$ cat config.mk
export PLATFORM = sky130hd
export DESIGN_NAME = q_8_34b_datapath_flat
export DESIGN_NICKNAME = d
export VERILOG_FILES = /design/src/rtl/q_8_34b_pkg.sv /design/src/rtl/q_8_34b_datapath_if.sv /design/src/rtl/q_8_34b_datapath.sv /design/src/flat_wrapper.sv
export SDC_FILE = /design/constraint.sdc
export NUM_CORES = 1
export LEC_CHECK = 0
export ABC_AREA = 1
export BUFFER_PORTS_ARGS = -buffer_cell sky130_fd_sc_hd__buf_2
export CELL_PAD_IN_SITES_DETAIL_PLACEMENT = 0
export CELL_PAD_IN_SITES_GLOBAL_PLACEMENT = 1
export CORE_MARGIN = 4
export CORE_UTILIZATION = 30
export DETAILED_ROUTE_END_ITERATION = 10
export GPL_TIMING_DRIVEN = 1
export PLACE_DENSITY_LB_ADDON = 0.08
export SETUP_SLACK_MARGIN = 0.3
export SLEW_MARGIN = 25
export SYNTH_ARGS = -nofsm -noshare
export SYNTH_HDL_FRONTEND = slang
export SYNTH_SLANG_ARGS = --single-unit
$ cat constraint.sdc
create_clock -name clk -period 2.9 [get_ports clk]
set_input_delay 0.725 -clock clk [delete_from_list [all_inputs] [get_ports clk]]
set_output_delay 0.725 -clock clk [all_outputs]
set_load 0.02 [all_outputs]
$ cat src/rtl/q_8_34b_pkg.sv
// rtl/q_8_34b_pkg.sv - shared types and sizing helpers for the q_8_34b ones counter
package q_8_34b_pkg;

  typedef enum logic [1:0] {S_IDLE, S_1, S_2, S_3} state_t;

  localparam int DP_WIDTH = 8;

  // Counter width able to hold every value 0..width.
  function automatic int cw_of(input int width);
    return $clog2(width + 1);
  endfunction

endpackage

$ cat src/rtl/q_8_34b_datapath_if.sv
// rtl/q_8_34b_datapath_if.sv - controller/datapath strobes, status and result bundle
interface q_8_34b_datapath_if
  import q_8_34b_pkg::*;
#(
  parameter int WIDTH = DP_WIDTH
);
  localparam int CW = cw_of(WIDTH);

  logic             load_regs;
  logic             incr_r2;
  logic             shift;
  logic [WIDTH-1:0] data_in;
  logic             zero;
  logic             E;
  logic [CW-1:0]    count;
  logic [CW-1:0]    result;
  logic             result_valid;

  modport master (
    output load_regs, incr_r2, shift, data_in,
    input  zero, E, count, result, result_valid
  );

  modport slave (
    input  load_regs, incr_r2, shift, data_in,
    output zero, E, count, result, result_valid
  );

endinterface

$ cat src/rtl/q_8_34b_datapath.sv
// rtl/q_8_34b_datapath.sv - R1/E/R2 registers and result capture for the ones counter
// Optional Q_8_34B_PROTOCOL_CHK_EN adds a sticky proto_err flag for illegal strobe combinations.
module q_8_34b_datapath
  import q_8_34b_pkg::*;
#(
  parameter int WIDTH = DP_WIDTH,
  parameter int CW    = cw_of(WIDTH)
) (
  input  logic                 clk,
  input  logic                 rst_b,
`ifdef Q_8_34B_PROTOCOL_CHK_EN
  output logic                 proto_err,
`endif
  q_8_34b_datapath_if.slave    bus
);

  logic [WIDTH-1:0] r1;
  logic             e_q;
  logic [CW-1:0]    r2;
  logic [CW-1:0]    result_q;
  logic             result_valid_q;
  logic             zero_c;

  assign zero_c           = (r1 == '0);
  assign bus.zero         = zero_c;
  assign bus.E            = e_q;
  assign bus.count        = r2;
  assign bus.result       = result_q;
  assign bus.result_valid = result_valid_q;

  always_ff @(posedge clk or negedge rst_b) begin
    if (!rst_b) begin
      r1             <= '0;
      e_q            <= 1'b0;
      r2             <= '0;
      result_q       <= '0;
      result_valid_q <= 1'b0;
    end else if (bus.load_regs) begin
      // All-ones start so the controller's first increment lands on zero.
      r1             <= bus.data_in;
      e_q            <= 1'b0;
      r2             <= '1;
      result_valid_q <= 1'b0;
    end else begin
      if (bus.shift) begin
        {e_q, r1} <= {r1, 1'b0};
      end
      if (bus.incr_r2) begin
        r2 <= r2 + CW'(1);
      end
      if (bus.incr_r2 && zero_c) begin
        result_q       <= r2 + CW'(1);
        result_valid_q <= 1'b1;
      end
    end
  end

`ifdef Q_8_34B_PROTOCOL_CHK_EN
  logic bad_combo;

  assign bad_combo = (bus.load_regs && (bus.shift || bus.incr_r2)) ||
                     (bus.shift && bus.incr_r2);

  always_ff @(posedge clk or negedge rst_b) begin
    if (!rst_b) begin
      proto_err <= 1'b0;
    end else if (bad_combo) begin
      proto_err <= 1'b1;
    end
  end
`endif

endmodule

$ cat src/flat_wrapper.sv
// flat-port wrapper written by rule: the top's interface ports become plain ports
module q_8_34b_datapath_flat import q_8_34b_pkg::*;
#(
  parameter int WIDTH = DP_WIDTH,
  parameter int CW    = cw_of(WIDTH)
)
  (clk, rst_b, bus_load_regs, bus_incr_r2, bus_shift, bus_data_in, bus_zero, bus_E, bus_count, bus_result, bus_result_valid);
  q_8_34b_datapath_if #(.WIDTH(WIDTH)) bus_i ();
  input  logic clk;
  input  logic rst_b;
  input wire logic [$bits(bus_i.load_regs)-1:0] bus_load_regs;
  input wire logic [$bits(bus_i.incr_r2)-1:0] bus_incr_r2;
  input wire logic [$bits(bus_i.shift)-1:0] bus_shift;
  input wire logic [$bits(bus_i.data_in)-1:0] bus_data_in;
  output wire logic [$bits(bus_i.zero)-1:0] bus_zero;
  output wire logic [$bits(bus_i.E)-1:0] bus_E;
  output wire logic [$bits(bus_i.count)-1:0] bus_count;
  output wire logic [$bits(bus_i.result)-1:0] bus_result;
  output wire logic [$bits(bus_i.result_valid)-1:0] bus_result_valid;
  assign bus_i.load_regs = bus_load_regs;
  assign bus_i.incr_r2 = bus_incr_r2;
  assign bus_i.shift = bus_shift;
  assign bus_i.data_in = bus_data_in;
  assign bus_zero = bus_i.zero;
  assign bus_E = bus_i.E;
  assign bus_count = bus_i.count;
  assign bus_result = bus_i.result;
  assign bus_result_valid = bus_i.result_valid;
  q_8_34b_datapath #(.WIDTH(WIDTH), .CW(CW)) u_core (.clk(clk), .rst_b(rst_b), .bus(bus_i));
endmodule
Word level (Yosys, flattened, before mapping)

Index checks and enable logic that the tools add are counted.

Input port bits: 13
Register bits after elaboration: 18

Add/sub/neg operators: 1
Reductions and logical operators: 6
Bitwise operators: 1
Mux-type cells: 8

Operators by type and width:

| kind                | number |
|---|---|
| $mux 8              | 2 |
| $logic_not 8->1     | 1 |
| $mux 4              | 2 |
| $reduce_bool 2->1   | 3 |
| $add 4x1->4 const B | 1 |
| $mux 1              | 4 |
| $reduce_and 2->1    | 1 |
| $logic_and 1x1->1   | 1 |
| $not 1->1           | 1 |

Logic depth before layout (Yosys ltp)

Depth after elaboration: 4
Gate-level depth with buffers: 7

Worst setup path after synthesis

No wires, ideal clock.

Kind: flip-flop to output port
Start point: register u_core.r1[5]
End point: output port bus_zero
Buffers on the path: 0
Arrival time: 0.764 ns
Cell stages (with the launch flop): 4
Slack: 1.411 ns
Path through: dfrtp_1 -> nor2_1 -> nand2_1 -> nor2_4

Cells in the longest elaborated chain, start to end: 1

RTL lines:

| item                     | RTL line               | source |
|---|---|---|
| start: declaration       | q_8_34b_datapath.sv:17 | `logic [WIDTH-1:0] r1;` |
| start signal: assignment | q_8_34b_datapath.sv:40 | `r1 <= bus.data_in;` |
| start signal: assignment | q_8_34b_datapath.sv:46 | `{e_q, r1} <= {r1, 1'b0};` |
| $logic_not 8->1          | q_8_34b_datapath.sv:24 | `assign zero_c = (r1 == '0);` |
| end: declaration         | flat_wrapper.sv:15     | `output wire logic [$bits(bus_i.zero)-1:0] bus_zero;` |

Every way passes these cells.

Worst setup path after layout

Start point: register u_core.r1[2]
End point: output port bus_zero

The elaborated chain is that of the path after synthesis.

==> results.yml <==
synth:
  syn_area_um2: 836
  yosysSeqAreaShare_pct: 53.9
  syn_area_per_cell_um2: 8.44
  syn_nets: 113
  ys_warn_count: 0
  ys_ff_latch: 18
  syn-instance-count: 99
  synth_cell_type_count: 19
clock_tree:
  cts_made_buffers: 3
  clockBufferDepth: 2
  cts_resized: 0
  cts_setup_buffers: 0
  clock_sinks: 18
  clkLatencyLatePin_ns: 0.28
  htreeDepth: 1
  path_clk_slew_ns: 0.10
  cts-root-buf: "clkbuf_4"
  ctsHoldBuffers: 0
  tritoncts: "built"
timing:
  rsz0062_at_grt: "no"
  setup_viol: 0
  fin_hold_ws_ns: 0.351
  slew-limit-headroom_pct: 72.7
  maxSlewViolCount: 0
  period_minus_slack_ns: 1.97
  final.setup_skew_ns: 0.00519
  tns_ns: 0
  hold_viol: 0
  max_freq_mhz: 508
  period_share_pct: 67.8
  finalWorstSetupSlack_ns: 0.933
  worst_pin_slew_ns: 0.409
layout:
  fillCellCount: 293
  syn_to_final_growth_pct: 19.6
  stdcell_area_um2: 1000
  layout_common_cells: "nand2_1, buf_2, dfrtp_1, inv_1, nand3_1"
  instances_no_fill: 154
  insertedDiodeCount: 0
  finish.utilization_pct: 38.9
  drive_gt1_share_pct: 25.8
  mostFrequentLayoutCell: "nand2_1"
  nets: 140
floorplan:
  die-width_um: 60.8
  die_area_mm2: 0.00369
  core_mm2: 0.00257
  die_y_um: 60.8
  num_io_pins: 24
  initial_core_util_pct: 32.6
  rows: 18
route:
  ant_nets: 0
  wl_met1_um: 922
  wl_per_cell_um: 11.5
  drt-total-wl_um: 1780
  route.met3.wl_um: 132
  drc_errors: 0
  wl_met2_um: 706
  drt-initial-drc-count: 17
  num_vias: 696
  drtPass1Iterations: 4
  highest_layer: "met4"
  vias_per_cell: 4.52
pwr:
  worst_ir_drop_vdd_mv: 0.333
  total_power_mw: 0.537
  powerDensity_mw_per_mm2: 537
  pwr-share-comb_pct: 22.0
  netSwitchingFraction_pct: 31.2
  p_int_mw: 0.370
  seq_power_share_pct: 55.7
  p_sw_mw: 0.168
  pwr-share-clk_pct: 22.3
  cellLeakagePower_nw: 0.541
global_routing:
  grt_pass1_vias: 679
  grt_usage_pct: 11.1
  antenna_found_initial: 0
  overflow: 0
  grt_pass1_wl_um: 3010
  grt_max_degree: 19
status:
  status: "complete, no violations"
worst_hold_path:
  min_path_type: "in2async"
worst_setup_path:
  worst_ep_arrival_time_ns: 1.24
  crit_fanout: 4
  cp.required_ns: 2.17
  critPathKind: "reg2out"
  worstSetupEndpointType: "output pin"
  start_kind: "flop"
placed_design:
  placed_cell_area_um2: 977
  gp_congestion: 0.745
  place_hpwl_um: 1360
  portBuffers: 23
  place_inst: 151
  dp_slack_ns: 1.24
job:
  cap_violations: 0
## critical path, stage by stage, from the launching register on
cell and delay, ns:
dfrtp_1 0.41, nor2_1 0.11, nand2_1 0.09, nor2_4 0.15, buf_2 0.19
## path summary, 6_finish.rpt
path                                 startpoint              endpoint  slack [ns]  depth (start not counted)
min                                       rst_b          u_core.r1[2]        0.35                          1
min reg2reg                u_core.bus.result[0]  u_core.bus.result[0]        0.49                          2
max reg2reg                 u_core.bus.count[0]  u_core.bus.result[2]        1.67                          5
max                                u_core.r1[2]              bus_zero        0.93                          4
max in group asynchronous                 rst_b          u_core.r1[5]        2.25                          1
min in group clk           u_core.bus.result[0]  u_core.bus.result[0]        0.49                          2
## state kept, by name (all words and copies together) (netlist names)
register / cells
u_core.bus.count: 4
u_core.bus.result_valid: 1
u_core.bus.E: 1
u_core.bus.result: 4
u_core.r1: 8
## cell type report
type / instances / area [µm²] / area share [%]
clock buffers: 3 / 22.5 / 2.25
multi-input cells: 68 / 329 / 32.9
repair buffers: 23 / 115 / 11.5
flip-flops and latches: 18 / 450 / 45.1
inverters: 12 / 45.0 / 4.51
well taps: 30 / 37.5 / 3.75
## metal layers
metal	up-vias	track usage (%)
li1	360	-
met1	317	15.9
met2	17	15.6
met3	2	5.11
met4	0	1.86
met5	-	0
## power groups by stage
stage               combinational (mW)  sequential (mW)  clock [mW]
floorplan                       0.0582            0.323           0
global placement                 0.121            0.303           0
detailed placement               0.121            0.304           0
CTS                              0.121            0.299       0.130
global route                     0.134            0.304       0.140
finish                           0.118            0.299       0.120
## cell usage after synthesis
library cell,instances,area share [%]
a21oi_1,4,2.4
buf_6,1,1.3
dfrtp_1,18,54
ha_1,1,1.5
inv_1,11,4.9
inv_2,1,0.45
nand2_1,33,15
nand2_2,1,0.75
nand2_4,1,1.3
nand3_1,9,5.4
nand4_1,1,0.75
nor2_1,8,3.6
nor2_4,2,2.7
o211ai_1,1,0.90
o21ai_0,3,1.8
o21ai_1,1,0.60
o21ai_2,1,1.0
o22ai_1,1,0.75
xnor2_1,1,1.0
## cell families after synthesis
logic type,after synthesis,synth area share [%]
XOR/XNOR,1,1.05
flip-flops,18,53.9
AND/OR/NAND/NOR,55,29.3
adder cells (fa/ha/maj),1,1.50
buffers and inverters,13,6.74
AO/OA/AOI/OAI,11,7.49
(Power assumes the default switching activity.)
